## config.mk

```make
export PLATFORM = sky130hd
export DESIGN_NAME = uart_key_pacer
export DESIGN_NICKNAME = d
export VERILOG_FILES = /design/src/rtl/uart_key_pacer.sv
export SDC_FILE = /design/constraint.sdc
export NUM_CORES = 1
export LEC_CHECK = 0
export ABC_AREA = 1
export CORE_AREA = 5 5 128 130
export DETAILED_ROUTE_END_ITERATION = 6
export DIE_AREA = 0 0 133 135
export DONT_BUFFER_PORTS = 1
export PLACE_DENSITY = 0.72
export SETUP_SLACK_MARGIN = 0.15
export SLEW_MARGIN = 10
export SYNTH_ARGS = -nofsm -noshare
export SYNTH_HDL_FRONTEND = slang
export SYNTH_SLANG_ARGS = --single-unit
```

## constraint.sdc

```tcl
create_clock -name clk -period 2.65 [get_ports clk]
set_clock_uncertainty 0.15 [all_clocks]
set_input_delay 0.265 -clock clk [delete_from_list [all_inputs] [get_ports clk]]
set_output_delay 0.265 -clock clk [all_outputs]
set_load 0.03 [all_outputs]
```

## src/rtl/uart_key_pacer.sv

```systemverilog
`default_nettype none
// ============================================================================
// Module   : uart_key_pacer
// Purpose  : Type-ahead FIFO that replays UART bytes as timed keystrokes
//            (held HOLD_CYCLES, released GAP_CYCLES) for the PET key matrix.
//            Optional macro CRLF_FOLD_EN drops an 8'h0A that follows an 8'h0D.
// Revision : 1.0 - initial release
// ============================================================================
module uart_key_pacer #(
    parameter int DEPTH_LOG2  = 4,
    parameter int HOLD_CYCLES = 2000000,
    parameter int GAP_CYCLES  = 1000000,
    parameter int CNT_W       = 24
) (
    input  logic                  clk,
    input  logic                  reset,
    input  logic [7:0]            in_data,
    input  logic                  in_strobe,
    input  logic                  enable,
    input  logic                  flush,
    input  logic                  ovf_clr,
    output logic [7:0]            key_code,
    output logic                  key_valid,
    output logic [DEPTH_LOG2:0]   fifo_count,
    output logic                  overflow,
    output logic                  busy
);

    localparam int                 DEPTH       = 2 ** DEPTH_LOG2;
    localparam logic [DEPTH_LOG2:0] c_DEPTH     = (DEPTH_LOG2 + 1)'(DEPTH);
    localparam logic [DEPTH_LOG2:0] c_PTR_ONE   = (DEPTH_LOG2 + 1)'(1);
    localparam logic [CNT_W-1:0]   c_HOLD_LOAD = CNT_W'(HOLD_CYCLES - 1);
    localparam logic [CNT_W-1:0]   c_GAP_LOAD  = CNT_W'(GAP_CYCLES - 1);
    localparam logic [CNT_W-1:0]   c_TMR_ONE   = CNT_W'(1);

    typedef enum logic [1:0] {
        ST_IDLE = 2'd0,
        ST_HOLD = 2'd1,
        ST_GAP  = 2'd2
    } state_t;

    logic [7:0]          r_mem [DEPTH];
    logic [DEPTH_LOG2:0] r_wr_ptr;
    logic [DEPTH_LOG2:0] r_rd_ptr;
    logic                r_overflow;
    state_t              r_state;
    state_t              w_state_nxt;
    logic [CNT_W-1:0]    r_timer;
    logic [CNT_W-1:0]    w_timer_nxt;
    logic [7:0]          r_key_code;
    logic [7:0]          w_key_code_nxt;
    logic                r_key_valid;
    logic                w_key_valid_nxt;

    logic [DEPTH_LOG2:0] w_count;
    logic                w_full;
    logic                w_empty;
    logic                w_fold;
    logic                w_push_req;
    logic                w_push;
    logic                w_drop;
    logic                w_slot_free;
    logic                w_pop;

    assign w_count = r_wr_ptr - r_rd_ptr;
    assign w_full  = (w_count == c_DEPTH);
    assign w_empty = (w_count == '0);

`ifdef CRLF_FOLD_EN
    logic r_last_cr;

    assign w_fold = r_last_cr && (in_data == 8'h0A);

    // Any strobe that is not a queued CR ends a CR/LF pair, including the folded LF itself.
    always_ff @(posedge clk or posedge reset) begin
        if (reset) begin
            r_last_cr <= 1'b0;
        end else if (flush) begin
            r_last_cr <= 1'b0;
        end else if (in_strobe) begin
            r_last_cr <= w_push && (in_data == 8'h0D);
        end
    end
`else
    assign w_fold = 1'b0;
`endif

    assign w_push_req = in_strobe && !flush && !w_fold;
    assign w_push     = w_push_req && !w_full;
    assign w_drop     = w_push_req && w_full;

    // Last GAP cycle counts as idle so back-to-back keys see exactly GAP_CYCLES low.
    assign w_slot_free = (r_state == ST_IDLE) || ((r_state == ST_GAP) && (r_timer == '0));
    assign w_pop       = w_slot_free && enable && !w_empty && !flush;

    always_ff @(posedge clk or posedge reset) begin
        if (reset) begin
            r_wr_ptr   <= '0;
            r_rd_ptr   <= '0;
            r_overflow <= 1'b0;
        end else begin
            if (flush) begin
                r_wr_ptr <= '0;
                r_rd_ptr <= '0;
            end else begin
                if (w_push) r_wr_ptr <= r_wr_ptr + c_PTR_ONE;
                if (w_pop)  r_rd_ptr <= r_rd_ptr + c_PTR_ONE;
            end
            if (w_drop) begin
                r_overflow <= 1'b1;
            end else if (ovf_clr) begin
                r_overflow <= 1'b0;
            end
        end
    end

    always_ff @(posedge clk) begin
        if (w_push) r_mem[r_wr_ptr[DEPTH_LOG2-1:0]] <= in_data;
    end

    always_ff @(posedge clk or posedge reset) begin
        if (reset) begin
            r_state     <= ST_IDLE;
            r_timer     <= '0;
            r_key_code  <= 8'h00;
            r_key_valid <= 1'b0;
        end else begin
            r_state     <= w_state_nxt;
            r_timer     <= w_timer_nxt;
            r_key_code  <= w_key_code_nxt;
            r_key_valid <= w_key_valid_nxt;
        end
    end

    always_comb begin
        w_state_nxt     = r_state;
        w_timer_nxt     = r_timer;
        w_key_code_nxt  = r_key_code;
        w_key_valid_nxt = r_key_valid;
        case (r_state)
            ST_IDLE: begin
                if (w_pop) begin
                    w_key_code_nxt  = r_mem[r_rd_ptr[DEPTH_LOG2-1:0]];
                    w_key_valid_nxt = 1'b1;
                    w_timer_nxt     = c_HOLD_LOAD;
                    w_state_nxt     = ST_HOLD;
                end
            end
            ST_HOLD: begin
                if (r_timer == '0) begin
                    w_key_valid_nxt = 1'b0;
                    w_timer_nxt     = c_GAP_LOAD;
                    w_state_nxt     = ST_GAP;
                end else begin
                    w_timer_nxt = r_timer - c_TMR_ONE;
                end
            end
            ST_GAP: begin
                if (r_timer != '0) begin
                    w_timer_nxt = r_timer - c_TMR_ONE;
                end else if (w_pop) begin
                    w_key_code_nxt  = r_mem[r_rd_ptr[DEPTH_LOG2-1:0]];
                    w_key_valid_nxt = 1'b1;
                    w_timer_nxt     = c_HOLD_LOAD;
                    w_state_nxt     = ST_HOLD;
                end else begin
                    w_state_nxt = ST_IDLE;
                end
            end
            default: begin
                w_state_nxt     = ST_IDLE;
                w_key_valid_nxt = 1'b0;
            end
        endcase
    end

    assign key_code   = r_key_code;
    assign key_valid  = r_key_valid;
    assign fifo_count = w_count;
    assign overflow   = r_overflow;
    assign busy       = (r_state != ST_IDLE) || !w_empty;

endmodule
`default_nettype wire

```

==> reports/results.txt <==
PnR worst setup slack: 29.15 ps
register area: 4996 sq um
Clock Tree Buf Depth: 2
max-slew violations: 0
Synth async-reset ratio: 0.2644
area of the multi-input gates: 3012 sq um
# diodes: 0
peak supply drop: 0.5144 mV
power per cell area: 1035 nW/um^2
dpl cells: 956
number of global-route vias before repair: 5942
total power: 9.915 mW
row count: 45
Pre-Repair DR Iteration Count: 6
Clock Latency Late Sink: 430 ps
first-pass GRT wire length: 32510 microns
GP Congestion: 0.9184
die span in y: 135 microns
crit-path max cell delay: 420 ps
PortBufs: 0
post-synthesis net count: 800
#FFs+latches synth: 174
reg2reg setup slack: 30 ps
crit-path max FO: 7
DRT iter0 DRCs: 760
Seq/Total Area, Yosys: 0.6186
worst-margin pin slew: 830.7 ps
Initial Util: 0.5371
Hold Crit Depth: 3
syn_area_per_cell: 10.49 sq um
HPWL Detailed: 13380 microns
FF-to-FF Start: r_rd_ptr[0]$_DFFE_PP0P_
Worst path most repeated cell: nand3_4
setup TNS: 0 ps
die area: 17960 sq um
Ys Warns: 0
WS Path Type: flip-flop to flip-flop
CTS tree: yes
I/O pin count: 30
Vias: 6100
die width: 133 microns
max-cap violation count: 0
Setup crit end kind: flip-flop
Area growth, synth to finish: 18.63%
CP delay by family, top: simple AND/OR/NAND/NOR gates
Post-Syn Instances: 770
fill cell count: 1119
fraction of layout cells with a size suffix above 1: 0.1681
EDFF count, synth: 128
nature of the critical path startpoint: flip-flop
R2R depth: 13
fin cells: 1015
Core Box Area: 15030 sq um
GRT overflow: 0
Pint: 6.002 mW
Buf+Inv Stages, Crit Path: 3
ANT nets after route: 0
Worst-path clk slew: 70 ps
CTS Sinks: 174
antenna violations before repair: 0
Slew headroom: 0.4443
slowest CP cell: dfrtp_2
share of total power in the clock network: 0.261
root buf cell: clkbuf_16
Finished Cell Area: 9578 sq um
sw frac: 0.3946
final WL: 20550 microns
worst min path class: input pin to flip-flop
hold path start: flush
sw power: 3.913 mW
total track usage: 0.2369
f_max: 381.6 MHz
vias per cell: 6.010
status: complete, no violations
post-synth cell types: 39
Layout Utilization: 0.6371
Logic pwr share: 0.376
final worst path period need: 2621 ps
Max H-tree Level: 4
area post-placement: 8622 sq um
Static Leak: 3.661 nW
final period utilization: 0.9890
worst-path cell chain: ha_4 > fa_2 > nand3b_1 > nand2_1 > nand2_1 > nand2_2 > inv_4 > nand3_4 > nand3_4 > clkinv_8 > nand3_4 > buf_12 > nor2_4
Worst Hold Margin: 99.93 ps
drt drc: 0
Critical R2R Capture: r_mem[15][7]$_DFFE_PP_
drt wl/cell: 20.24 microns
top_reg_cell synth: edfxtp_1
RSZ-0062 raised after global routing: true
largest net degree at the start of global routing: 68
Final nets: 844
Worst EP arrival: 2600 ps
final hold violations: 0
Reg power frac: 0.364
Syn Std Cell Area: 8074 sq um
worst endpoint required time: 2630 ps
endpoint with the worst hold slack: r_wr_ptr[2]$_DFFE_PP0P_
Post-Place Worst Slack: -18.63 ps
Final Setup Violations: 0
Num CTS Buffers: 17
[routing by layer]
| layer | part of all wire | track usage | up-vias |
|---|---|---|---|
| met2 | 0.47 | 0.3730 | 326 |
| met3 | 0.082 | 0.04508 | 32 |
| met4 | 0.017 | 0.06640 | 0 |
| met1 | 0.43 | 0.3392 | 2942 |
| met5 | 0 | 0 | - |
| li1 | - | - | 2800 |
[flip-flops by register name, summed over array words and instances, names as in the netlist]
register,cells
r_mem,128
overflow,1
r_state,2
r_wr_ptr,5
r_timer,24
key_valid,1
r_rd_ptr,5
key_code,8
[cells in the final DEF, fill, tap and decap left out, types with 3 or more instances in the layout]
master	n
edfxtp_1	128
nand2_1	103
nor2_1	90
o21ai_0	82
inv_1	54
dfrtp_1	45
buf_4	34
a21oi_1	29
nand3_1	27
nor2_4	22
xor2_1	19
o22ai_1	19
clkbuf_16	17
o221ai_1	16
ha_1	14
nand4_1	12
dlygate4sd3_1	12
nor2_2	10
o21a_1	8
buf_6	8
nand2_2	6
a31oi_1	5
o21ai_1	5
nor3_1	4
inv_6	4
nand2_4	3
nand3_2	3
a22oi_1	3
o31ai_1	3
inv_2	3
nand3_4	3
bufinv_16	3
[power groups by stage]
stage	logic (mW)	clock network [mW]	registers [mW]
2_1_floorplan	2.54	0	3.58
3_3_place_gp	3.28	0	3.64
5_1_grt	4.13	2.75	3.63
6_report	3.73	2.58	3.60
4_1_cts	3.58	2.61	3.60
3_5_place_dp	3.37	0	3.65
[worst register-to-register path, cell delays in order (launching register included)]
cell	delay [ps]
dfrtp_2	420
ha_4	170
fa_2	360
nand3b_1	190
nand2_1	80
nand2_1	60
nand2_2	100
inv_4	50
nand3_4	70
nand3_4	120
clkinv_8	130
nand3_4	110
buf_12	150
nor2_4	170
[cells by family (layout without fill, tap and decap cells)]
family                   count (synthesis)  after routing  synth area share
AO/OA/AOI/OAI                          174            174            0.1243
AND/OR/NAND/NOR                        292            294            0.1609
XOR/XNOR                                22             22           0.02387
flip-flops                             174            174            0.6186
adder cells (fa/ha/maj)                 16             16           0.02572
buffers and inverters                   92            147           0.04664
[Yosys cell counts (all sizes together) (3+ instances only)]
library cell / number / area [sq um]
clkbuf: 22 / 82.58
o21a: 8 / 60.06
nor3: 4 / 20.02
o22ai: 19 / 118.9
nor2: 121 / 515.5
nand4: 15 / 121.4
o31ai: 3 / 22.52
nand3: 33 / 165.2
xnor2: 3 / 26.28
a21oi: 30 / 150.1
a22oi: 3 / 22.52
xor2: 19 / 166.4
o221ai: 16 / 140.1
dfrtp: 46 / 1151
inv: 59 / 221.5
ha: 15 / 187.7
nand2: 113 / 436.7
nor4: 4 / 25.02
edfxtp: 128 / 3844
o21ai: 89 / 449.2
buf: 10 / 68.81
a31oi: 5 / 31.28
[worst max path at each step]
stage,from,to,cells after the start
2_1_floorplan,r_wr_ptr[0]$_DFFE_PP0P_,r_mem[15][0]$_DFFE_PP_,13
3_3_place_gp,r_rd_ptr[0]$_DFFE_PP0P_,r_mem[9][7]$_DFFE_PP_,12
3_5_place_dp,r_rd_ptr[0]$_DFFE_PP0P_,r_mem[15][5]$_DFFE_PP_,12
4_1_cts,r_rd_ptr[0]$_DFFE_PP0P_,r_mem[7][4]$_DFFE_PP_,12
5_1_grt,r_rd_ptr[0]$_DFFE_PP0P_,r_mem[15][4]$_DFFE_PP_,13
6_report,r_rd_ptr[0]$_DFFE_PP0P_,r_mem[15][7]$_DFFE_PP_,13
[final cells by class]
class,count,area share
clock buffer,18,0.04481
multi-input combinational,506,0.3144
timing repair buffer,55,0.05069
inverter,60,0.02508
sequential,174,0.5216
tap,188,0.02456
clock inverter,14,0.01881
[repair_timing]
action	in CTS	in global routing
pin swaps	15	4
setup endpoints to repair	166	174
endpoints found under the hold margin	161	0
gates cloned	2	0
hold buffers	12	0
resized for setup	7	21
buffers inserted	9	4
No activity file was read; power rests on OpenSTA's default activity.
==> RTL change 1: new RTL, same settings <==
Re-encode `state_t` (3 states) as one-hot, 3 bits wide.
--- a/src/rtl/uart_key_pacer.sv
+++ b/src/rtl/uart_key_pacer.sv
@@ -33,10 +33,10 @@
     localparam logic [CNT_W-1:0]   c_GAP_LOAD  = CNT_W'(GAP_CYCLES - 1);
     localparam logic [CNT_W-1:0]   c_TMR_ONE   = CNT_W'(1);
 
-    typedef enum logic [1:0] {
-        ST_IDLE = 2'd0,
-        ST_HOLD = 2'd1,
-        ST_GAP  = 2'd2
+    typedef enum logic [2:0] {
+        ST_IDLE = 3'b001,
+        ST_HOLD = 3'b010,
+        ST_GAP  = 3'b100
     } state_t;
 
     logic [7:0]          r_mem [DEPTH];
Check against the original RTL: no difference found for any inputs over 4 cycles, from zero or initial values and one cycle with reset high; so few cycles prove little.
==> RTL change 1 against the original RTL <==
  * Area after synthesis fell by 1.4%
  * Highest routed layer unchanged
  * Wire length fell by 2.5%
  * Register-to-register slack improved by 110 ps
  * Worst setup slack improved by 60 ps
  * Final area fell by 0.90%
  * Sequential cell count rose by 1
  * Worst hold slack got worse by 48 ps
  * Core utilization fell by 0.57 points
Power is not compared: it rests on default switching activity, and its combinational part moved more than twofold at a synthesized area within 25%.
==> RTL change 1: results (changes against the original RTL) <==
| Metric | Value |
|---|---|
| Clock root buffer | clkbuf_16 (unchanged) |
| Outcome | completed (unchanged) |
| Initial antenna violation count | 0 (unchanged) |
| CTS H-Tree Depth | 4 (unchanged) |
| Clk pwr share | a little over two fifths |
| Number of I/O port buffers | 0 (unchanged) |
| Static leakage power | approximately 3.6 nW |
| Critical path peak fanout | 2 (was 7) |
| Insertion delay of the later-clocked pin in the worst-skew pair | 440 ps |
| Sequential cell area fraction in the yosys report | 63.07% (was 61.86%) |
| Power dissipated in sequential cells | ~0.0030 W |
| Cell with the biggest individual delay on the critical path | fa_2 (was dfrtp_2) |
| Maximum number of pins on one net before global-route repair | 68 (unchanged) |
| Bufs on Longest Clock Path | 2 (unchanged) |
| Proportion of layout cells with a drive suffix above 1 | 16.51% (was 16.81%) |
| Vias after detailed routing | 6033 (was 6100) |
| Most area-consuming cells after synthesis | edfxtp_1 48%, dfrtp_1 14%, nand2_1 6.6% (was edfxtp_1 48%, dfrtp_1 14%, o21ai_0 5.3%) |
| Yosys cell types | 41 (was 39) |
| Global placer's final weighted congestion | 0.9339 (was 0.9184) |
| Slack of the worst reg-to-reg path | 140 ps (was 30 ps) |
| Most instantiated library cell after synthesis | nand2_1 (was edfxtp_1) |
| Clock transition at the register clock pins on the worst setup and hold paths after CTS | roughly 80 ps |
| Count of routing violations after the opening detailed-route iteration | 695 (was 760) |
| Crit path max-delay family | adder cells (was simple AND/OR/NAND/NOR gates) |
| Num CTS Buffers | 17 (unchanged) |
| Largest register FFs | 128 (unchanged) |
| Post-synth EDFFs | 128 (unchanged) |
| Post CTS Setup Buffer Count | 10 (was 9) |
| Sw Pwr | ~0.0014 W |
| Async S/R FF share, synth | 26.86% (was 26.44%) |
| Primary FF master, synth | edfxtp_1 (unchanged) |
| Largest voltage drop on the vdd net | 0.5318 mV |
| First-pass detailed-route iteration total | 5 (was 6) |
| Overall fraction of global-route tracks in use | 22.51% (was 23.69%) |
| Cells after DPL | 961 (was 956) |
| Type of the tightest min-delay check | primary input to register (unchanged) |
| Number of buffers added to fix hold violations after cts | 11 (was 12) |
| Worst stage delay on the critical path | 540 ps (was 420 ps) |
| Syn nets | 807 (was 800) |
| Number of diodes | 0 (unchanged) |
| Fin cells | 1018 (was 1015) |
| Arrival time of the worst setup path | 2150 ps (was 2600 ps) |
| Estimated wirelength of the detail-placed design | 12620 um (was 13380 um) |
| Layout net count | 842 (was 844) |
| Commonest cells post-synth | 140 x nand2_1, 128 x edfxtp_1, 123 x nor2_1, 80 x o21ai_0, 54 x inv_1 (was 128 x edfxtp_1, 110 x nand2_1, 108 x nor2_1, 86 x o21ai_0, 59 x inv_1) |
| Total length of routed wires | 20040 um (was 20550 um) |
| Number of global-route vias before repair | 5918 (was 5942) |
| Count of yosys warnings during synthesis | 0 (unchanged) |
| Number of instances resized during post-cts repair | 8 (was 7) |
| First-pass GRT wire length | 31130 um (was 32510 um) |
| Cell count after synthesis | 782 (was 770) |
| Slew of the pin with the lowest slew margin | 710.4 ps (was 830.7 ps) |
[RTL change 1: kinds of logic after synthesis]
group / count (synthesis) / synth area share (%)
and+or+nand+nor: 342 / 18.32
DFF: 175 / 63.07
adders and majority gates: 11 / 1.823
buffers and inverters: 91 / 4.573
xor gates and xnor gates: 13 / 1.430
AOI/OAI and AO/OA: 150 / 10.78
[RTL change 1: through the flow]
step           total power, W  hold slack (ps)  instance area (um2)  worst slack (ps)  utilization, %
3_3_place_gp         0.003213            14.74                 8448             133.4           56.20
5_1_grt              0.006009            67.35                 9492             22.71           63.14
3_5_place_dp         0.003222            26.38                 8448             47.86           56.20
6_report             0.005830            51.85                 9492             88.68           63.14
2_1_floorplan        0.003174            213.9                 8199             167.8               -
4_1_cts              0.005827            21.16                 9336             101.8           62.11
[RTL change 1: worst paths after layout]
kind	from	endpoint	depth (start not counted)
setup / recovery	r_rd_ptr[0]	busy	7
hold / removal	flush	r_wr_ptr[4]	4
setup reg to reg	r_wr_ptr[0]	r_mem[4][5]	11
hold reg to reg	r_timer[10]	r_timer[10]	1
max in group asynchronous	reset	r_state[0]	3
min in group asynchronous	reset	r_wr_ptr[4]	2
[RTL change 1: final cells by class]
class                      count  area, um2
clock inverter                14      183.9
inverter                      63      251.5
clock buffer                  18      429.2
tap                          188      235.2
timing repair buffer          44      449.2
fill                        1082       5542
multi-input combinational    516       2919
sequential                   175       5024
[RTL change 1: per-layer routing]
| metal | track usage [%] | vias up | share of wire (%) |
|---|---|---|---|
| met5 | 0 | - | 0 |
| met4 | 9.469 | 0 | 3.4 |
| met3 | 3.949 | 50 | 6.3 |
| met2 | 39.56 | 268 | 51 |
| met1 | 27.50 | 2921 | 39 |
| li1 | - | 2794 | - |
==> RTL change 2: new RTL, same settings <==
Without the edit above. Add a define of `CRLF_FOLD_EN`.
--- a/src/rtl/uart_key_pacer.sv
+++ b/src/rtl/uart_key_pacer.sv
@@ -6,6 +6,8 @@
 //            Optional macro CRLF_FOLD_EN drops an 8'h0A that follows an 8'h0D.
 // Revision : 1.0 - initial release
 // ============================================================================
+`define CRLF_FOLD_EN
+
 module uart_key_pacer #(
     parameter int DEPTH_LOG2  = 4,
     parameter int HOLD_CYCLES = 2000000,
Check against the original RTL: not equivalent (a bounded check fails within 4 cycles, from zero or initial values and one cycle with reset high).
==> RTL change 2 against the original RTL <==
  * Final area shrank 0.68%
  * Sequential power hardly changed
  * Count of clock-buffer cells in the layout stayed put
  * Combinational power shrank 8.8%
  * Die area stayed put
  * Worst setup slack better by 70 ps
  * Total power fell by 4.9%
  * Sequential cell count is 1 higher
  * Wire length rose by 5.6%
  * Area after synthesis grew 0.56%
  * Critical path type is now register to output port
  * Largest cell class unchanged
==> RTL change 2: results (changes against the original RTL) <==
| Metric | Value |
|---|---|
| Largest voltage drop on the vdd net | 0.5568 mV (was 0.5144 mV) |
| Layout net count | 864 (was 844) |
| Proportion of total power due to net switching | 39.56% (was 39.46%) |
| Clock transition at the register clock pins on the worst setup and hold paths after CTS | 70 ps (about the same) |
| Vias after detailed routing | 6242 (was 6100) |
| Count of routing violations after the opening detailed-route iteration | 852 (was 760) |
| First-pass GRT wire length | 32990 um (was 32510 um) |
| Static leakage power | 3.608 nW (was 3.661 nW) |
| Insertion delay of the later-clocked pin in the worst-skew pair | 430 ps (about the same) |
| Slack of the worst reg-to-reg path | 100 ps (was 30 ps) |
| Arrival time of the worst setup path | 2140 ps (was 2600 ps) |
| Per-cell routed wire length | 20.97 um (was 20.24 um) |
| Most area-consuming cells after synthesis | edfxtp_1 47%, dfrtp_1 14%, nor2_1 6.0% (was edfxtp_1 48%, dfrtp_1 14%, o21ai_0 5.3%) |
| Critical path peak fanout | 4 (was 7) |
| Sequential cell area fraction in the yosys report | 61.83% (was 61.86%) |
| First-pass detailed-route iteration total | 5 (was 6) |
| Maximum number of pins on one net before global-route repair | 68 (unchanged) |
| Global placer's final weighted congestion | 0.9685 (was 0.9184) |
| Commonest cells post-synth | 129 x nor2_1, 128 x edfxtp_1, 107 x nand2_1, 93 x o21ai_0, 58 x inv_1 (was 128 x edfxtp_1, 110 x nand2_1, 108 x nor2_1, 86 x o21ai_0, 59 x inv_1) |
| Tightest slew margin relative to the limit | 40.49% (was 44.43%) |
| Worst hold margin | 13.01 ps (was 99.93 ps) |
| Async S/R FF share, synth | 26.86% (was 26.44%) |
| Met2 Usage GRT | 40.72% (was 37.30%) |
| M1 GR Usage | 30.14% (was 33.92%) |
| Num CTS Buffers | 17 (unchanged) |
| Count of yosys warnings during synthesis | 0 (unchanged) |
| Cell with the biggest individual delay on the critical path | dfrtp_2 (unchanged) |
| Proportion of layout cells with a drive suffix above 1 | 15.27% (was 16.81%) |
| Post-synth EDFFs | 128 (unchanged) |
| Met3 routing resource usage after global routing | 6.334% (was 4.508%) |
| Number of global-route vias before repair | 6010 (was 5942) |
| Crit path max-delay family | adder cells (was simple AND/OR/NAND/NOR gates) |
| Syn nets | 823 (was 800) |
| Overall fraction of global-route tracks in use | 24.38% (was 23.69%) |
| Yosys cell types | 39 (unchanged) |
| Initial antenna violation count | 4 (was 0) |
| Clock root buffer | clkbuf_16 (unchanged) |
| Estimated wirelength of the detail-placed design | 14030 um (was 13380 um) |
| Largest register FFs | 128 (unchanged) |
| Type of the tightest min-delay check | primary input to register (unchanged) |
| Outcome | completed (unchanged) |
| CTS H-Tree Depth | 4 (unchanged) |
[RTL change 2: cell count changes in the layout (fill, tap and decap cells not counted), moves of 7 or more]
cell,before,now
o21ai_0,82,90
o21a_1,8,0
and3_1,0,8
nor2_1,90,110
a21oi_1,29,39
xor2_1,19,12
[RTL change 2: cell type report]
type	count	area, um2
fill	1149	5520
sequential	175	5021
multi-input combinational	527	3002
timing repair buffer	53	452.9
clock buffer	18	429.2
inverter	60	241.5
tap	188	235.2
clock inverter	12	126.4
antenna	2	5.005
[RTL change 2: worst paths after layout]
check / from / depth (start not counted) / endpoint
hold reg to reg: r_timer[12] / 2 / r_timer[12]
setup reg to reg: r_rd_ptr[0] / 12 / r_mem[7][2]
hold / removal: enable / 3 / r_rd_ptr[3]
min in group asynchronous: reset / 3 / r_timer[1]
max in group asynchronous: reset / 3 / r_rd_ptr[0]
setup / recovery: r_rd_ptr[0] / 7 / busy
[RTL change 2: cell families after synthesis]
kind of cell    Yosys count  synth area share, %
simple gates            310                16.47
compound gates          185                13.02
flops                   175                61.83
buf+inv                  91                4.392
xor+xnor                 16                1.726
fa+ha+maj                16                2.558
[RTL change 2: timing repair]
action	CTS	global route
pin swaps	12	6
hold endpoints to repair	178	0
resized for setup	4	15
hold buffers	14	0
endpoints found under the setup margin	147	153
buffers inserted	4	8
[RTL change 2: routing by layer]
metal	part of all wire, %	routed length, um
met3	8.5	1848
met2	49	10700
met5	0	0
met4	3.4	731
met1	39	8422
[RTL change 2: worst reg2reg max path, stage by stage, from the launching register on]
cell and delay (ps):
dfrtp_2 430, ha_4 170, fa_2 360, nand3b_1 180
nand2_1 70, nand2_1 50, nand2_2 100, inv_4 40
nand3_2 80, nand2_4 100, nor2_4 200, nand2_2 100
nor2_4 220
[RTL change 2: metrics by stage]
stage / total power (W) / instance area [um2] / cells / util (%) / setup slack, ps
finish: 0.009430 / 9513 / 1035 / 63.28 / 98.87
global route: 0.009953 / 9513 / 1035 / 63.28 / -2.068
CTS: 0.009264 / 9414 / 1025 / 62.62 / 108.4
detailed placement: 0.006757 / 8675 / 977 / 57.70 / -7.405
global placement: 0.006647 / 8675 / 977 / 57.70 / 32.25
floorplan: 0.005925 / 8356 / 793 / - / 82.04
[RTL change 2: power groups by stage]
| stage | combinational, W | sequential [W] | clock (W) |
|---|---|---|---|
| final | 0.00340 | 0.00359 | 0.00243 |
| after global routing | 0.00376 | 0.00362 | 0.00257 |
| after CTS | 0.00324 | 0.00359 | 0.00243 |
| after detailed placement | 0.00311 | 0.00365 | 0 |
| after global placement | 0.00301 | 0.00364 | 0 |
| after floorplan | 0.00235 | 0.00357 | 0 |
